### config.mk
export PLATFORM = sky130hd
export DESIGN_NAME = index_writeback
export DESIGN_NICKNAME = d
export VERILOG_FILES = /design/src/rtl/index_writeback.sv
export SDC_FILE = /design/constraint.sdc
export NUM_CORES = 1
export LEC_CHECK = 0
export BUFFER_PORTS_ARGS = -buffer_cell sky130_fd_sc_hd__buf_2
export CAP_MARGIN = 20
export CORE_UTILIZATION = 54
export CTS_BUF_LIST = sky130_fd_sc_hd__clkbuf_2 sky130_fd_sc_hd__clkbuf_4 sky130_fd_sc_hd__clkbuf_8
export CTS_CLUSTER_DIAMETER = 50
export CTS_CLUSTER_SIZE = 8
export DETAILED_ROUTE_END_ITERATION = 8
export PLACE_DENSITY = 0.82
export SETUP_SLACK_MARGIN = 0.02
export SLEW_MARGIN = 20
export SYNTH_ARGS = -nofsm -noshare
export SYNTH_HDL_FRONTEND = slang
export SYNTH_SLANG_ARGS = --single-unit
### constraint.sdc
create_clock -name clk -period 4.2 [get_ports clk]
set_input_delay 0.21 -clock clk [delete_from_list [all_inputs] [get_ports clk]]
set_output_delay 0.21 -clock clk [all_outputs]
set_load 0.02 [all_outputs]
### src/rtl/index_writeback.sv
// Write side of the MIX index registers I1..I6: ENT/ENN/INC/DEC/LD/LDN with a
// fixed two-cycle writeback after the handshake, sign-magnitude arithmetic.
//
// state | meaning
// IDLE  | cmd_ready high, waiting for a command to latch
// EXEC  | read selected register, compute result and flags
// WB    | write result (unless err), pulse done/ovf/err on next cycle
module index_writeback #(
  parameter int W = 13
) (
  input  logic         clk,
  input  logic         reset,
  input  logic         cmd_valid,
  output logic         cmd_ready,
  input  logic [2:0]   cmd_op,
  input  logic [2:0]   cmd_sel,
  input  logic [W-1:0] cmd_m,
  input  logic [W-1:0] cmd_data,
  output logic         done,
  output logic         ovf,
  output logic         err,
  output logic [W-1:0] i1,
  output logic [W-1:0] i2,
  output logic [W-1:0] i3,
  output logic [W-1:0] i4,
  output logic [W-1:0] i5,
  output logic [W-1:0] i6
);

  localparam int MW = W - 1;

  localparam logic [2:0] OP_ENT = 3'd0;
  localparam logic [2:0] OP_ENN = 3'd1;
  localparam logic [2:0] OP_INC = 3'd2;
  localparam logic [2:0] OP_DEC = 3'd3;
  localparam logic [2:0] OP_LD  = 3'd4;
  localparam logic [2:0] OP_LDN = 3'd5;

  typedef enum logic [1:0] {IDLE, EXEC, WB} state_t;

  state_t         state;
  logic [2:0]     op_q, sel_q;
  logic [W-1:0]   m_q, data_q, res_q;
  logic           ovf_q, err_q;
  logic [W-1:0]   ireg [1:6];

  logic [W-1:0]   opnd, nxt_res;
  logic           nxt_ovf, nxt_err;
  logic           sa, sb;
  logic [MW-1:0]  ma, mb;
  logic [MW:0]    sum;

  always_comb begin
    opnd = '0;
    case (sel_q)
      3'd1: opnd = ireg[1];
      3'd2: opnd = ireg[2];
      3'd3: opnd = ireg[3];
      3'd4: opnd = ireg[4];
      3'd5: opnd = ireg[5];
      3'd6: opnd = ireg[6];
      default: opnd = '0;
    endcase

    sa  = opnd[W-1];
    ma  = opnd[MW-1:0];
    sb  = m_q[W-1] ^ (op_q == OP_DEC);
    mb  = m_q[MW-1:0];
    sum = {1'b0, ma} + {1'b0, mb};

    nxt_err = (op_q > OP_LDN) || (sel_q == 3'd0) || (sel_q == 3'd7);
    nxt_ovf = 1'b0;
    nxt_res = opnd;

    case (op_q)
      OP_ENT: nxt_res = m_q;
      OP_ENN: nxt_res = {~m_q[W-1], m_q[MW-1:0]};
      OP_LD:  nxt_res = data_q;
      OP_LDN: nxt_res = {~data_q[W-1], data_q[MW-1:0]};
      OP_INC, OP_DEC: begin
        if (sa == sb) begin
          nxt_res = {sa, sum[MW-1:0]};
          nxt_ovf = sum[MW];
        end else if (ma > mb) begin
          nxt_res = {sa, ma - mb};
        end else if (mb > ma) begin
          nxt_res = {sb, mb - ma};
        end else begin
          nxt_res = {sa, {MW{1'b0}}};
        end
      end
      default: nxt_res = opnd;
    endcase

    if (nxt_err) nxt_ovf = 1'b0;
  end

  always_ff @(posedge clk) begin
    if (reset) begin
      state     <= IDLE;
      cmd_ready <= 1'b1;
      done      <= 1'b0;
      ovf       <= 1'b0;
      err       <= 1'b0;
      op_q      <= '0;
      sel_q     <= '0;
      m_q       <= '0;
      data_q    <= '0;
      res_q     <= '0;
      ovf_q     <= 1'b0;
      err_q     <= 1'b0;
      for (int k = 1; k <= 6; k++) ireg[k] <= '0;
    end else begin
      done <= 1'b0;
      ovf  <= 1'b0;
      err  <= 1'b0;
      case (state)
        IDLE: begin
          if (cmd_valid && cmd_ready) begin
            op_q      <= cmd_op;
            sel_q     <= cmd_sel;
            m_q       <= cmd_m;
            data_q    <= cmd_data;
            cmd_ready <= 1'b0;
            state     <= EXEC;
          end
        end
        EXEC: begin
          res_q <= nxt_res;
          ovf_q <= nxt_ovf;
          err_q <= nxt_err;
          state <= WB;
        end
        WB: begin
          for (int k = 1; k <= 6; k++)
            if (!err_q && sel_q == 3'(k)) ireg[k] <= res_q;
          done      <= 1'b1;
          ovf       <= ovf_q;
          err       <= err_q;
          cmd_ready <= 1'b1;
          state     <= IDLE;
        end
        default: begin
          cmd_ready <= 1'b1;
          state     <= IDLE;
        end
      endcase
    end
  end

  assign i1 = ireg[1];
  assign i2 = ireg[2];
  assign i3 = ireg[3];
  assign i4 = ireg[4];
  assign i5 = ireg[5];
  assign i6 = ireg[6];

endmodule

==> flow_metrics.py, run 1 <==
metrics = {
    "floorplanning": {
        "die_w_um": 123.5,
        "start_util_pct": 55.06,
        "dieArea_um2": 15250,
        "ios": 117,
        "core-area_um2": 14480,
        "fp-row-count": 44,
        "fp.dieH_um": 123.5,
    },
    "power": {
        "power_leakage_nw": 4.022,
        "power_mw": 3.947,
        "powerDensity_nw_per_um2": 408.3,
        "peakVddDrop_mv": 0.2811,
    },
    "worst_setup_path": {
        "path_max_fanout": 8,
        "regToRegEndpoint": "res_q[11]",
        "path_class": "flip-flop to flip-flop",
        "r2r_slack_ns": 0.21,
        "reg2reg_from": "sel_q[1]",
        "cp.arrival_ns": 4.35,
        "worstPathRequired_ns": 4.56,
        "critPathLaunch": "sel_q[1]",
        "endpoint": "res_q[11]",
        "reg2regPathDepth": 16,
        "end_kind": "flip-flop",
        "cp-start-kind": "flip-flop",
    },
    "drt": {
        "vias": 7379,
        "vias_per_cell": 6.243,
        "wl_um": 25150,
        "drc": 0,
        "antenna_left": 0,
        "first_iter_violations": 971,
        "drt_first_pass_iters": 7,
        "wire_per_inst_um": 21.27,
    },
    "outcome": {
        "status": "complete, no violations",
    },
    "timing": {
        "hold_violations": 0,
        "fin_tns_setup_ns": 0,
        "setup_slack_ns": 0.2114,
        "hold_slack_ns": 0.003210,
        "fin_crit_sh_pct": 94.97,
        "max_freq_mhz": 250.7,
        "tightest_slew_ns": 1.069,
        "setup_viol": 0,
        "maxSlewHeadroom_pct": 28.37,
        "clock-skew-final_ns": 0.01775,
        "timing.final.crit_period_ns": 3.989,
        "rsz0062_at_grt": "false",
        "slew_violations": 0,
    },
    "logic_synthesis": {
        "mappedNetlistArea_um2": 7971,
        "netlist_top_cells_area": "edfxtp_1 (29%), dfxtp_1 (13%), and2_1 (6.7%)",
        "ys_warn_count": 0,
        "synth_cells": 835,
        "synth_flop_cell": "edfxtp_1",
        "yosysTopAreaCell": "edfxtp_1",
        "syn_area_per_cell_um2": 9.547,
        "synth_common_cells": "and2_1 (86), nand2_1 (86), edfxtp_1 (78)",
        "yosysSeqAreaShare_pct": 42.69,
        "synth_top_area_share_pct": 29.38,
        "synth.distinct_cells": 79,
        "synth-async-reset-ratio_pct": 0,
        "syn_nets": 910,
        "synth_edf_count": 78,
        "ys_seq_elements": 131,
    },
    "global_route": {
        "first_global_vias": 6969,
        "grt_max_degree": 34,
        "antenna_found_initial": 0,
        "grt-ovfl-total": 0,
        "grt_usage_pct": 33.86,
        "grt_pass1_wl_um": 37840,
    },
    "cts": {
        "cts_sinks": 131,
        "clockBufferDepth": 2,
        "path_clk_slew_ns": 0.08,
        "cts_root_buf": "clkbuf_8",
        "clk_latency_ns": 0.47,
        "cts_buffers": 17,
        "cts_tree": "yes",
        "htree_levels": 4,
    },
    "placed_design": {
        "numPortBuffers": 116,
        "gp_congestion": 1.025,
        "pre_cts_slack_ns": 0.1714,
        "dp.final_hpwl_um": 18110,
    },
    "layout": {
        "n_antenna_cell": 0,
        "post-route-util_pct": 66.76,
        "fin_nets": 1060,
        "drive_above_1_share_pct": 26.05,
        "syn2layout_area_growth_pct": 21.27,
    },
    "run": {
        "cap_violations": 0,
    },
    "min_path": {
        "hold_class": "input pin to flip-flop",
    },
}
## critical path: stages, from the launching register on
cell       delay, ns
dfxtp_2         0.38
nor2b_2         0.20
buf_4           0.18
a21oi_1         0.09
a21oi_2         0.21
inv_1           0.07
ha_1            0.21
fa_1            0.43
nand3b_1        0.28
a2111oi_4       0.47
a2111oi_4       0.14
buf_4           0.18
nor2_4          0.14
mux2_4          0.33
a2111oi_4       0.29
mux2i_1         0.22
nand2_1         0.06
## flip-flops by register name (all words and copies together), names as in the netlist
| name | flops |
|---|---|
| op_q | 3 |
| ireg | 78 |
| done | 1 |
| res_q | 13 |
| sel_q | 3 |
| ovf | 1 |
| state | 2 |
| m_q | 13 |
| ovf_q | 1 |
| data_q | 13 |
| cmd_ready | 1 |
| err | 1 |
| err_q | 1 |
## per-layer routing
metal  GRT usage, %  vias to the layer above  part of all wire [%]
met5              0                        -                     0
met4          16.19                        0                   4.2
met3          7.011                       86                    10
met2          55.31                      493                    46
met1          42.73                     3511                    39
li1               -                     3289                     -
## cell type report
cell class | count | area [um^2]
Fill cell | 1160 | 4812
Tap cell | 184 | 230.2
Sequential cell | 131 | 3406
Inverter | 35 | 131.4
Multi-Input combinational cell | 614 | 4278
Clock inverter | 12 | 181.4
Timing Repair Buffer | 186 | 1177
Clock buffer | 20 | 262.8
## cells in the final DEF (no fill, tap or decap), types with 18 or more instances in the layout
cell           Yosys  layout
dfxtp_1           53      51
a221oi_1          19      18
ha_1              37      36
mux2_2            22      22
dlygate4sd3_1      0      22
nand2_1           86      86
buf_4              2      46
buf_2              9     116
inv_1             34      34
nor2_1            64      64
edfxtp_1          78      78
clkbuf_8           0      18
and2_1            86      86
a21oi_1           72      66
## how the worst min path moves through the flow
stage	start	end	slack, ns	depth (start not counted)
6_report	cmd_data[10]	data_q[10]	0.003	3
2_1_floorplan	reset	state[1]	0.29	1
4_1_cts	cmd_data[10]	data_q[10]	0.0005	3
3_5_place_dp	data_q[12]	data_q[12]	0.45	2
5_1_grt	cmd_m[5]	m_q[5]	0.002	3
3_3_place_gp	data_q[8]	data_q[8]	0.44	2
## logic make-up (layout without fill, tap and decap cells)
kind of cell,Yosys count,after routing,synth area share (%)
simple gates,316,316,20.26
xor+xnor,13,13,1.523
compound gates,206,206,18.74
buf+inv,90,253,4.756
mux,39,39,5.462
fa+ha+maj,40,40,6.561
flops,131,131,42.69
## through the flow
| step | cell area (um^2) | instances |
|---|---|---|
| after floorplan | 7971 | 835 |
| after global placement | 8925 | 1126 |
| after detailed placement | 8925 | 1126 |
| after CTS | 9589 | 1180 |
| after global routing | 9667 | 1182 |
| final | 9667 | 1182 |
## power by group
part | leakage, nW | total, mW | internal (mW) | switching, mW
Combinational | 2.57 | 1.23 | 0.507 | 0.727
Sequential | 1.24 | 1.50 | 1.42 | 0.0819
Clock | 0.212 | 1.21 | 0.677 | 0.534
## repair_timing
item / 4_1_cts / 5_1_grt
endpoints found under the setup margin: 0 / 13
hold buffers: 22 / 0
resized for setup: 0 / 16
buffers inserted: 0 / 2
endpoints found under the hold margin: 22 / 0
(Power assumes the default switching activity.)
==> run 2: changes to the inputs <==
Settings changed: CTS_BUF_LIST sky130_fd_sc_hd__clkbuf_2 sky130_fd_sc_hd__clkbuf_4 sky130_fd_sc_hd__clkbuf_8 to sky130_fd_sc_hd__clkbuf_8, SLEW_MARGIN 20 to not set.
==> run 2 against run 1 <==
Compared with the run above: largest cell class unchanged; global-route usage stayed put; total power is 0.37% lower; largest power group unchanged; critical endpoint unchanged; count of clock-buffer cells in the layout is 2 lower; final cell count stayed put; highest routed layer unchanged.
==> flow_metrics.py, run 2 (synthesized netlist as in run 1, its figures left out) <==
metrics = {
    "power": {
        "power_leakage_nw": 4.023,
        "peakVddDrop_mv": 0.2814,
        "powerDensity_nw_per_um2": 407.1,
    },
    "layout": {
        "n_antenna_cell": 0,
        "final_cells": 1182,
        "drive_above_1_share_pct": 25.85,
        "fin_nets": 1060,
        "post-route-util_pct": 66.71,
        "final_common_cell": "buf_2",
        "layout_common_cells": "buf_2 (116), nand2_1 (86), and2_1 (86)",
        "largest_reg_flops": 78,
        "top_register": "ireg",
        "syn2layout_area_growth_pct": 21.17,
    },
    "cts": {
        "cts_tree": "yes",
        "clk_latency_ns": 0.48,
        "clockBufferDepth": 2,
        "htree_levels": 4,
        "cts_sinks": 131,
        "cts_buffers": 17,
        "cts_root_buf": "clkbuf_8",
        "path_clk_slew_ns": 0.08,
    },
    "drt": {
        "wire_per_inst_um": 21.31,
        "first_iter_violations": 951,
        "wl_um": 25190,
        "antenna_left": 0,
        "vias_per_cell": 6.227,
        "drc": 0,
        "drt_first_pass_iters": 7,
        "vias": 7360,
    },
    "floorplanning": {
        "start_util_pct": 55.06,
        "ios": 117,
        "core-area_um2": 14480,
        "die_w_um": 123.5,
        "fp-row-count": 44,
        "dieArea_um2": 15250,
        "fp.dieH_um": 123.5,
    },
    "global_route": {
        "grt_max_degree": 34,
        "grt-ovfl-total": 0,
        "grt_pass1_wl_um": 37840,
        "grt_usage_pct": 33.86,
        "first_global_vias": 6969,
        "antenna_found_initial": 0,
    },
    "timing": {
        "timing.final.crit_period_ns": 3.993,
        "fin_tns_setup_ns": 0,
        "tightest_slew_ns": 1.130,
        "max_freq_mhz": 250.4,
        "setup_slack_ns": 0.2072,
        "setup_viol": 0,
        "clock-skew-final_ns": 0.01927,
        "maxSlewHeadroom_pct": 24.36,
        "rsz0062_at_grt": "false",
        "hold_violations": 0,
        "slew_violations": 0,
        "fin_crit_sh_pct": 95.07,
    },
    "outcome": {
        "status": "complete, no violations",
    },
    "worst_setup_path": {
        "path_class": "flip-flop to flip-flop",
        "cp-start-kind": "flip-flop",
        "crit_path_max_incr_delay_ns": 0.46,
        "end_kind": "flip-flop",
        "cpMostUsedCell": "a2111oi_4",
        "crit_chain": "nor2b_2, buf_4, a21oi_1, a21oi_2, inv_1, ha_1, fa_1, nand3b_1, a2111oi_4, a2111oi_4, buf_4, nor2_4, mux2_4, a2111oi_4, mux2i_1, nand2_1",
        "critPathBufInv": 3,
        "path_max_fanout": 8,
        "worstPathRequired_ns": 4.56,
        "cp_top_family": "compound AO/OA/AOI/OAI gates",
        "cp_slowest_cell": "a2111oi_4",
        "cp.arrival_ns": 4.35,
    },
    "min_path": {
        "hold_class": "input pin to flip-flop",
    },
    "placed_design": {
        "dp_cells": 1126,
        "pre_cts_slack_ns": 0.1714,
        "gp_congestion": 1.025,
        "dp.final_hpwl_um": 18110,
        "numPortBuffers": 116,
    },
    "run": {
        "cap_violations": 0,
    },
}
-- run 2: cell types whose count changed in the layout (fill, tap and decap cells not counted) --
cell	change
clkbuf_4	-2
inv_1	+2
-- run 2: area by class of cell --
type	count	area, um^2
well taps	184	230.2
clock buffers	18	247.7
clock inverters	14	188.9
repair buffers	186	1177
flip-flops and latches	131	3406
inverters	35	131.4
fillers	1163	4820
multi-input cells	614	4278
-- run 2: path summary, 6_finish.rpt --
path                 from          to  slack [ns]  depth (start not counted)
max              sel_q[1]   res_q[11]        0.21                         16
min          cmd_data[10]  data_q[10]       0.002                          3
max reg2reg      sel_q[1]   res_q[11]        0.21                         16
min reg2reg    data_q[12]  data_q[12]        0.46                          2
-- run 2: metrics by stage --
step / hold slack, ns / area (um^2) / total power, mW
2_1_floorplan: 0.2939 / 7971 / 2.322
3_3_place_gp: 0.4409 / 8925 / 2.677
3_5_place_dp: 0.4489 / 8925 / 2.675
4_1_cts: 0.0004573 / 9582 / 3.861
5_1_grt: 0.001750 / 9659 / 4.065
6_report: 0.001696 / 9659 / 3.932
-- run 2: timing repair --
action                                 CTS  global route
setup buffers                            0             2
setup endpoints to repair                0            13
resized for setup                        0            16
endpoints found under the hold margin   22             0
hold buffers                            22             0
-- run 2: where the power goes --
group	switching [mW]	internal, mW	total (mW)
sequential	0.0820	1.42	1.50
clock	0.536	0.659	1.20
combinational	0.727	0.507	1.23
-- run 2: metal layers --
metal | GRT usage (%) | up-vias | routed length [um]
met5 | 0 | - | 0
met4 | 16.19 | 0 | 1019
met3 | 7.011 | 92 | 2454
met2 | 55.31 | 506 | 11660
met1 | 42.73 | 3464 | 10060
li1 | - | 3298 | -
-- run 2: worst register-to-register path, cell delays in order (launching register included) --
cell	delay (ns)
dfxtp_2	0.38
nor2b_2	0.20
buf_4	0.18
a21oi_1	0.09
a21oi_2	0.21
inv_1	0.07
ha_1	0.21
fa_1	0.43
nand3b_1	0.28
a2111oi_4	0.46
a2111oi_4	0.14
buf_4	0.18
nor2_4	0.14
mux2_4	0.33
a2111oi_4	0.29
mux2i_1	0.22
nand2_1	0.06
==> run 3: changes to the inputs <==
Settings changed: CORE_UTILIZATION 54 to 51, PLACE_DENSITY 0.82 to 0.78, SETUP_SLACK_MARGIN 0.02 to 0.1.
==> run 3 against run 2 <==
Compared with the run above: sequential power about the same; final cell count increased by 1.0%; flip-flop and latch count unchanged; maximum frequency increased by 1.3%; design area increased by 0.83%; register-to-register slack improved by 0.05 ns; count of clock-buffer cells in the layout decreased by 1; wire length decreased by 1.3%; total power about the same; via count decreased by 3.2%; critical endpoint is now res_q[10]; highest routed layer unchanged.
==> flow_metrics.py, run 3 (synthesized netlist as in run 1, its figures left out) <==
metrics = {
    "worst_setup_path": {
        "crit_path_max_incr_delay_ns": 0.42,
        "reg2regPathDepth": 18,
        "cp_slowest_cell": "fa_1",
        "cp_top_family": "compound AO/OA/AOI/OAI gates",
        "critPathBufInv": 4,
        "end_kind": "flip-flop",
        "cp.arrival_ns": 4.34,
        "crit_chain": "buf_6, mux2i_1, nor2_1, a21oi_1, a21oi_1, buf_4, ha_1, inv_1, fa_1, o21bai_1, a211oi_1, buf_4, o31a_1, o31ai_1, a21oi_1, xnor2_1, a2111o_1, o21ai_1",
        "worstPathRequired_ns": 4.59,
        "critPathLaunch": "sel_q[2]",
        "path_class": "flip-flop to flip-flop",
        "cp-start-kind": "flip-flop",
        "path_max_fanout": 17,
        "r2r_slack_ns": 0.26,
        "reg2reg_from": "sel_q[2]",
        "cpMostUsedCell": "a21oi_1",
        "regToRegEndpoint": "res_q[10]",
    },
    "timing": {
        "rsz0062_at_grt": "false",
        "hold_violations": 0,
        "slew_violations": 0,
        "fin_crit_sh_pct": 93.85,
        "tightest_slew_ns": 1.138,
        "timing.final.crit_period_ns": 3.942,
        "setup_slack_ns": 0.2582,
        "setup_viol": 0,
        "maxSlewHeadroom_pct": 23.85,
        "clock-skew-final_ns": 0.01043,
        "fin_tns_setup_ns": 0,
        "max_freq_mhz": 253.7,
    },
    "global_route": {
        "first_global_vias": 6717,
        "grt_usage_pct": 31.18,
        "grt_pass1_wl_um": 37810,
        "antenna_found_initial": 0,
        "grt_max_degree": 39,
        "grt-ovfl-total": 0,
    },
    "cts": {
        "clockBufferDepth": 2,
        "cts_sinks": 131,
        "cts_tree": "yes",
        "clk_latency_ns": 0.45,
        "path_clk_slew_ns": 0.08,
        "htree_levels": 4,
        "cts_buffers": 17,
        "cts_root_buf": "clkbuf_8",
    },
    "floorplanning": {
        "ios": 117,
        "core-area_um2": 15200,
        "start_util_pct": 52.44,
        "fp.dieH_um": 127.0,
        "fp-row-count": 45,
        "dieArea_um2": 16130,
        "die_w_um": 127.0,
    },
    "power": {
        "power_mw": 3.932,
        "peakVddDrop_mv": 0.2618,
        "powerDensity_nw_per_um2": 403.7,
        "power_leakage_nw": 4.071,
    },
    "layout": {
        "nFillCells": 1247,
        "syn2layout_area_growth_pct": 22.18,
        "drive_above_1_share_pct": 26.24,
        "top_register": "ireg",
        "fin_nets": 1069,
        "final_cells": 1194,
        "largest_reg_flops": 78,
        "final_common_cell": "buf_2",
        "fin_area_um2": 9739,
        "layout_common_cells": "buf_2 (116), nand2_1 (86), and2_1 (86)",
        "n_antenna_cell": 0,
    },
    "drt": {
        "vias_per_cell": 5.966,
        "antenna_left": 0,
        "first_iter_violations": 896,
        "vias": 7124,
        "drc": 0,
        "drt_first_pass_iters": 6,
        "wire_per_inst_um": 20.83,
        "wl_um": 24880,
    },
    "min_path": {
        "worst_hold_path.endpoint": "m_q[11]",
        "hp-start": "cmd_m[11]",
        "holdPathStages": 3,
        "hold_class": "input pin to flip-flop",
    },
    "outcome": {
        "status": "complete, no violations",
    },
    "run": {
        "cap_violations": 0,
    },
    "placed_design": {
        "dp.final_hpwl_um": 18150,
        "numPortBuffers": 116,
        "post_dp_cell_area_um2": 8942,
        "gp_congestion": 0.9933,
        "pre_cts_slack_ns": 0.1789,
        "dp_cells": 1133,
    },
}
-- run 3: how the worst max path moves through the flow --
| stage | to | slack [ns] | cells after the start |
|---|---|---|---|
| 6_report | res_q[10] | 0.26 | 18 |
| 5_1_grt | res_q[5] | 0.09 | 17 |
| 4_1_cts | res_q[11] | 0.14 | 15 |
| 3_5_place_dp | res_q[10] | 0.18 | 18 |
| 3_3_place_gp | res_q[10] | 0.22 | 18 |
| 2_1_floorplan | res_q[11] | 0.12 | 17 |
-- run 3: final cells by class --
cell class / instances / area, um^2 / share of cell area (%)
sequential: 131 / 3406 / 34.97
clock inverter: 14 / 203.9 / 2.094
tap: 188 / 235.2 / 2.415
clock buffer: 17 / 234.0 / 2.402
timing repair buffer: 195 / 1256 / 12.90
multi-input combinational: 614 / 4273 / 43.87
inverter: 35 / 131.4 / 1.349
-- run 3: tightest hold or removal path, stage by stage --
cell,delay (ns)
buf_2,0.10
nand2_1,0.05
a21oi_1,0.05
-- run 3: report_power, final --
| group | switching (mW) | total [mW] | internal [mW] | leakage [nW] |
|---|---|---|---|---|
| logic | 0.725 | 1.24 | 0.511 | 2.62 |
| registers | 0.0759 | 1.50 | 1.42 | 1.24 |
| clock network | 0.547 | 1.20 | 0.653 | 0.215 |
-- run 3: per-layer routing --
layer	GRT usage (%)	wire length, um
met1	40.42	10390
met2	52.13	12010
met3	6.114	1928
met4	10.85	555
met5	0	0
-- run 3: through the flow --
stage | hold WS (ns) | util (%)
after floorplan | 0.2939 | -
after CTS | 0.006683 | 63.35
final | 0.01348 | 64.07
after global placement | 0.4416 | 58.82
after global routing | 0.01460 | 64.07
after detailed placement | 0.4468 | 58.82
-- run 3: repair_timing --
action | CTS | global route
buffers inserted | 0 | 5
gates resized for setup | 0 | 18
endpoints found under the setup margin | 0 | 13
endpoints found under the hold margin | 25 | 0
hold buffers | 25 | 0
